`src/rtl/pipelined_control_unit.sv`:
```
// pipelined_control_unit
//   Main decoder for the pipelined RV32I core. Decodes the opcode in D and
//   carries the control bundle through ID/EX, EX/MEM and MEM/WB, with stall
//   and flush handling, an illegal-opcode flag and a retired-instruction
//   counter.
//
// Ports
//   clk, rst_n          core clock (rising edge), synchronous active-low reset
//   op_d, valid_d       opcode of the D instruction and its valid qualifier
//   stall_e, flush_e    hold / bubble the ID/EX register
//   immsrc_d            combinational immediate select for D
//   *_e                 EX-stage controls
//   *_m                 MEM-stage controls
//   *_w, valid_w        WB-stage controls and qualifiers
//   illegal_seen        sticky flag, set once an illegal instruction retires
//   retired_cnt         saturating count of legal instructions retired

module pipelined_control_unit #(
  parameter int U_EXT = 1,
  parameter int CNT_W = 32
) (
  input  logic             clk,
  input  logic             rst_n,
  input  logic [6:0]       op_d,
  input  logic             valid_d,
  input  logic             stall_e,
  input  logic             flush_e,
  output logic [2:0]       immsrc_d,
  output logic             regwr_e,
  output logic             memwr_e,
  output logic             branch_e,
  output logic             jump_e,
  output logic             jalr_e,
  output logic             alusrc_e,
  output logic [1:0]       alusrca_e,
  output logic [1:0]       aluop_e,
  output logic [1:0]       resultsrc_e,
  output logic             regwr_m,
  output logic             memwr_m,
  output logic [1:0]       resultsrc_m,
  output logic             regwr_w,
  output logic [1:0]       resultsrc_w,
  output logic             valid_w,
  output logic             illegal_w,
  output logic             illegal_seen,
  output logic [CNT_W-1:0] retired_cnt
);

  logic       w_regwr, w_alusrc, w_memwr, w_branch, w_jump, w_jalr, w_illegal;
  logic [1:0] w_alusrca, w_resultsrc, w_aluop;
  logic [2:0] w_immsrc;

  always_comb begin
    w_regwr     = 1'b0;
    w_immsrc    = 3'b000;
    w_alusrc    = 1'b0;
    w_alusrca   = 2'b00;
    w_memwr     = 1'b0;
    w_resultsrc = 2'b00;
    w_branch    = 1'b0;
    w_aluop     = 2'b00;
    w_jump      = 1'b0;
    w_jalr      = 1'b0;
    w_illegal   = 1'b0;
    case (op_d)
      7'b0000011: begin w_regwr = 1'b1; w_alusrc = 1'b1; w_resultsrc = 2'b01; end
      7'b0100011: begin w_immsrc = 3'b001; w_alusrc = 1'b1; w_memwr = 1'b1; end
      7'b0110011: begin w_regwr = 1'b1; w_aluop = 2'b10; end
      7'b1100011: begin w_immsrc = 3'b010; w_branch = 1'b1; w_aluop = 2'b01; end
      7'b0010011: begin w_regwr = 1'b1; w_alusrc = 1'b1; w_aluop = 2'b10; end
      7'b1101111: begin w_regwr = 1'b1; w_immsrc = 3'b011; w_resultsrc = 2'b10; w_jump = 1'b1; end
      7'b1100111: begin w_regwr = 1'b1; w_alusrc = 1'b1; w_resultsrc = 2'b10; w_jalr = 1'b1; end
      7'b0110111: begin
        if (U_EXT != 0) begin
          w_regwr = 1'b1; w_immsrc = 3'b100; w_alusrc = 1'b1; w_alusrca = 2'b10;
        end else begin
          w_illegal = 1'b1;
        end
      end
      7'b0010111: begin
        if (U_EXT != 0) begin
          w_regwr = 1'b1; w_immsrc = 3'b100; w_alusrc = 1'b1; w_alusrca = 2'b01;
        end else begin
          w_illegal = 1'b1;
        end
      end
      default: w_illegal = 1'b1;
    endcase
  end

  assign immsrc_d = w_immsrc;

  // ID/EX
  logic       r_regwr_e, r_memwr_e, r_branch_e, r_jump_e, r_jalr_e, r_alusrc_e;
  logic       r_valid_e, r_illegal_e;
  logic [1:0] r_alusrca_e, r_aluop_e, r_resultsrc_e;

  // An invalid D slot enters as a bubble, so every field is gated by valid_d.
  always_ff @(posedge clk) begin
    if (!rst_n || flush_e) begin
      r_regwr_e     <= 1'b0;
      r_memwr_e     <= 1'b0;
      r_branch_e    <= 1'b0;
      r_jump_e      <= 1'b0;
      r_jalr_e      <= 1'b0;
      r_alusrc_e    <= 1'b0;
      r_alusrca_e   <= 2'b00;
      r_aluop_e     <= 2'b00;
      r_resultsrc_e <= 2'b00;
      r_valid_e     <= 1'b0;
      r_illegal_e   <= 1'b0;
    end else if (!stall_e) begin
      r_regwr_e     <= w_regwr & valid_d;
      r_memwr_e     <= w_memwr & valid_d;
      r_branch_e    <= w_branch & valid_d;
      r_jump_e      <= w_jump & valid_d;
      r_jalr_e      <= w_jalr & valid_d;
      r_alusrc_e    <= w_alusrc & valid_d;
      r_alusrca_e   <= w_alusrca & {2{valid_d}};
      r_aluop_e     <= w_aluop & {2{valid_d}};
      r_resultsrc_e <= w_resultsrc & {2{valid_d}};
      r_valid_e     <= valid_d;
      r_illegal_e   <= w_illegal & valid_d;
    end
  end

  // EX/MEM: a stalled E instruction stays in E, so MEM takes a bubble
  // rather than a second copy of it.
  logic       r_regwr_m, r_memwr_m, r_valid_m, r_illegal_m;
  logic [1:0] r_resultsrc_m;

  always_ff @(posedge clk) begin
    if (!rst_n || (stall_e && !flush_e)) begin
      r_regwr_m     <= 1'b0;
      r_memwr_m     <= 1'b0;
      r_resultsrc_m <= 2'b00;
      r_valid_m     <= 1'b0;
      r_illegal_m   <= 1'b0;
    end else begin
      r_regwr_m     <= r_regwr_e;
      r_memwr_m     <= r_memwr_e;
      r_resultsrc_m <= r_resultsrc_e;
      r_valid_m     <= r_valid_e;
      r_illegal_m   <= r_illegal_e;
    end
  end

  // MEM/WB
  logic       r_regwr_w, r_valid_w, r_illegal_w;
  logic [1:0] r_resultsrc_w;

  always_ff @(posedge clk) begin
    if (!rst_n) begin
      r_regwr_w     <= 1'b0;
      r_resultsrc_w <= 2'b00;
      r_valid_w     <= 1'b0;
      r_illegal_w   <= 1'b0;
    end else begin
      r_regwr_w     <= r_regwr_m;
      r_resultsrc_w <= r_resultsrc_m;
      r_valid_w     <= r_valid_m;
      r_illegal_w   <= r_illegal_m;
    end
  end

  // Retirement status
  logic             r_illegal_seen;
  logic [CNT_W-1:0] r_retired_cnt;

  always_ff @(posedge clk) begin
    if (!rst_n) begin
      r_illegal_seen <= 1'b0;
      r_retired_cnt  <= '0;
    end else begin
      if (r_valid_w && r_illegal_w)
        r_illegal_seen <= 1'b1;
      if (r_valid_w && !r_illegal_w && (r_retired_cnt != {CNT_W{1'b1}}))
        r_retired_cnt <= r_retired_cnt + CNT_W'(1);
    end
  end

  assign regwr_e      = r_regwr_e;
  assign memwr_e      = r_memwr_e;
  assign branch_e     = r_branch_e;
  assign jump_e       = r_jump_e;
  assign jalr_e       = r_jalr_e;
  assign alusrc_e     = r_alusrc_e;
  assign alusrca_e    = r_alusrca_e;
  assign aluop_e      = r_aluop_e;
  assign resultsrc_e  = r_resultsrc_e;
  assign regwr_m      = r_regwr_m;
  assign memwr_m      = r_memwr_m;
  assign resultsrc_m  = r_resultsrc_m;
  assign regwr_w      = r_regwr_w;
  assign resultsrc_w  = r_resultsrc_w;
  assign valid_w      = r_valid_w;
  assign illegal_w    = r_illegal_w;
  assign illegal_seen = r_illegal_seen;
  assign retired_cnt  = r_retired_cnt;

endmodule

```
`config.mk`:
```
export PLATFORM = sky130hd
export DESIGN_NAME = pipelined_control_unit
export DESIGN_NICKNAME = d
export VERILOG_FILES = /design/src/rtl/pipelined_control_unit.sv
export SDC_FILE = /design/constraint.sdc
export NUM_CORES = 1
export LEC_CHECK = 0
export ABC_AREA = 1
export BUFFER_PORTS_ARGS = -buffer_cell sky130_fd_sc_hd__buf_2
export CORE_MARGIN = 2
export CORE_UTILIZATION = 49
export DETAILED_ROUTE_END_ITERATION = 8
export PLACE_DENSITY = 0.83
export REMOVE_ABC_BUFFERS = 1
export SETUP_SLACK_MARGIN = 0.4
export SYNTH_ARGS = -nofsm -noshare
export SYNTH_HDL_FRONTEND = slang
export SYNTH_SLANG_ARGS = --single-unit
```
`constraint.sdc`:
```
create_clock -name clk -period 1.5 [get_ports clk]
set_input_delay 0.3 -clock clk [delete_from_list [all_inputs] [get_ports clk]]
set_output_delay 0.3 -clock clk [all_outputs]
set_load 0.01 [all_outputs]
```
==> flow_summary.json <==
{
  "yosysWarningCount": 0,
  "multi_input_area_um2": 2090,
  "synth_commonest_cells": "nand2_1, nor2_1, dfxtp_1",
  "max_slew_margin_pct": 70.8,
  "cts_buffer_depth": 2,
  "route.detailed.drc": 0,
  "ctsHoldBuffers": 0,
  "io_buffer_count": 68,
  "fp.dieW_um": 83.2,
  "viasPerCell": 5.84,
  "ys_types": 30,
  "start_util_pct": 51.3,
  "grt_pass1_wl_um": 17100,
  "detail-route-antenna-nets": 0,
  "routed-via-count": 4134,
  "hold_path.class": "in2reg",
  "routabilityCongestion": 0.918,
  "cts_tree": "done",
  "grt_busiest_layer": "met2",
  "first_iter_violations": 365,
  "finalHoldViolCount": 0,
  "cpPeakStageDelay_ps": 390,
  "crit_slowest_cell": "dfxtp_4",
  "worstPathArrival_ps": 1990,
  "grt_pass1_vias": 3722,
  "synthTopCellsByArea": "dfxtp_1, nand2_1, nor2_1",
  "synthCells": 476,
  "power_switching_uw": 849,
  "routed_wl_um": 13900,
  "yosysTopAreaCellShare_pct": 37.1,
  "netlist_area_um2": 3070,
  "cts.sinks": 57,
  "p_int_uw": 2590,
  "met2_usage_pct": 54.0,
  "fp-row-count": 28,
  "gr-usage-all-layers_pct": 30.8,
  "p_sw_share_pct": 24.7,
  "finalSetupViolCount": 31,
  "numCtsBuffers": 9,
  "dpl.hpwl_um": 6060,
  "rr_worst_depth": 10,
  "grt_max_degree": 26,
  "wl_per_cell_um": 19.7,
  "areaGrowthSynthToFinish_pct": 76.2,
  "leakage_uw": 0.00227,
  "max_freq_ghz": 0.576,
  "nNetsFinal": 641,
  "crit_required_ps": 1750,
  "critPathMaxFanout": 8,
  "core_area_um2": 5990,
  "crit_path_end_kind": "flop",
  "fill_cells": 243,
  "skew_ps": 13.0,
  "violations": "negative setup slack",
  "avgSynthCellArea_um2": 6.46,
  "overflow": 0,
  "worstMarginPinSlew_ps": 437,
  "synth_ff_type": "dfxtp_1",
  "clk_latency_ps": 360,
  "setup_ws_ps": -236,
  "boundaryPins": 69,
  "drive_gt1_share_pct": 54.5,
  "hold_path_depth": 4,
  "setup-tns-final_ps": -3970,
  "cp-start-kind": "flop",
  "synth_edf_count": 0,
  "met3_usage_pct": 7.36,
  "dieArea_um2": 6920,
  "ir_worst_vdd_v": 0.000666,
  "status": "complete, but fails checks",
  "diodes": 0,
  "final_util_pct": 90.4,
  "root_buffer": "clkbuf_8",
  "fin_crit_sh_pct": 116,
  "slew_viol_final": 0,
  "use_met1_pct": 34.5,
  "seqCellArea_um2": 1230,
  "clkTransAtPathRegs_ps": 80,
  "seq_area_frac_synth_pct": 37.1,
  "clkPwrFrac_pct": 50.3,
  "p_seq_share_pct": 43.5,
  "synth_largest_area_cell": "dfxtp_1",
  "drv_cap": 0,
  "post-route-min-period_ps": 1740,
  "combPwrFrac_pct": 6.1,
  "path_cells": "nand2_2, nor2_4, nand2_2, nor2_4, nand2_4, nand2_8, buf_12, nor2_2, nor2_1, nor2_1",
  "worstSetupPathType": "reg2reg",
  "antenna_found_initial": 0,
  "power.density_nw_per_um2": 636,
  "rsz0062_at_grt": "yes",
  "yosysMostFrequentCell": "nand2_1",
  "die_height_um": 83.2,
  "ys_seq_elements": 57,
  "h-tree-depth": 3,
  "rrSetupSlack_ps": -240,
  "first_pass_iters": 7,
  "synth-async-reset-ratio_pct": 0
}
==> final timing paths <==
check	startpoint	end
min	op_d[4]	resultsrc_e[0]
min reg2reg	r_valid_e	r_valid_m
max	retired_cnt[13]	retired_cnt[25]
max reg2reg	retired_cnt[13]	retired_cnt[25]
==> kinds of logic (layout without fill, tap and decap cells) <==
logic type      count (synthesis)  after routing  share of synthesized area, %
xor+xnor                       13             13                          3.71
fa+ha+maj                       1              1                         0.407
flops                          57             57                          37.1
buf+inv                        71            228                          9.93
simple gates                  293            293                          40.4
compound gates                 41             41                          8.39
==> cell type report <==
cell class,count,area share (%)
clock buffers,11,2.80
clock inverters,5,1.43
inverters,58,4.21
multi-input cells,348,38.6
flip-flops and latches,57,22.8
well taps,75,1.73
repair buffers,154,28.4
==> layer usage <==
metal	routed length [um]	part of all wire, %	vias to the layer above
li1	-	-	1794
met1	4790	34	1923
met2	6800	49	308
met3	1180	8.5	109
met4	1150	8.3	0
met5	0	0	-
==> worst max-delay path, delay by kind of cell, from the launching register on <==
| kind | cells | cell delay (ps) |
|---|---|---|
| buffers and inverters | 1 | 150 |
| AND/OR/NAND/NOR | 9 | 1070 |
| flip-flops | 1 | 390 |
==> flip-flops by register name, summed over array words and instances (netlist names), 2 cells and up <==
name         cells
resultsrc_w      2
retired_cnt     32
resultsrc_m      2
resultsrc_e      2
alusrca_e        2
==> stage by stage <==
stage / worst slack, ps / std cells / total power (uW) / cell area, um2 / hold WS [ps]
after CTS: -12.5 / 698 / 3340 / 4850 / 233
final: -236 / 708 / 3440 / 5410 / 308
after detailed placement: -142 / 659 / 1680 / 3840 / 403
after floorplan: -362 / 463 / 1610 / 2990 / 390
after global routing: -284 / 708 / 3500 / 5410 / 317
after global placement: -70.1 / 659 / 1670 / 3840 / 402
==> power groups by stage <==
stage,Sequential [uW],Combinational (uW),Clock [uW]
3_3_place_gp,1550,119,0
5_1_grt,1500,220,1780
4_1_cts,1510,154,1680
3_5_place_dp,1550,122,0
2_1_floorplan,1550,52.5,0
6_report,1500,211,1730
==> cells in the final DEF (no fill, tap or decap), types with 3 or more instances in the layout <==
master,count
buf_8,5
nand3_2,5
dfxtp_1,7
nor2_4,10
o21ai_0,3
dfxtp_2,38
nand4_1,12
nor2_2,25
a21oi_2,20
inv_2,7
xnor2_1,6
xor2_1,7
buf_4,55
nand2_1,125
buf_2,8
nor3_4,4
nand3_1,15
nand2_2,23
nand3_4,3
dfxtp_4,12
a21oi_1,12
clkbuf_8,11
nand2_4,15
inv_1,48
nor2_1,49
buf_6,81
==> what timing repair did <==
action                     4_1_cts  5_1_grt
hold endpoints to repair         0        0
gates resized for setup        160      132
setup endpoints to repair       84       93
gates cloned                     1        1
setup buffers                   22        9
pin swaps                       10       53
No activity file was read; power rests on OpenSTA's default activity.
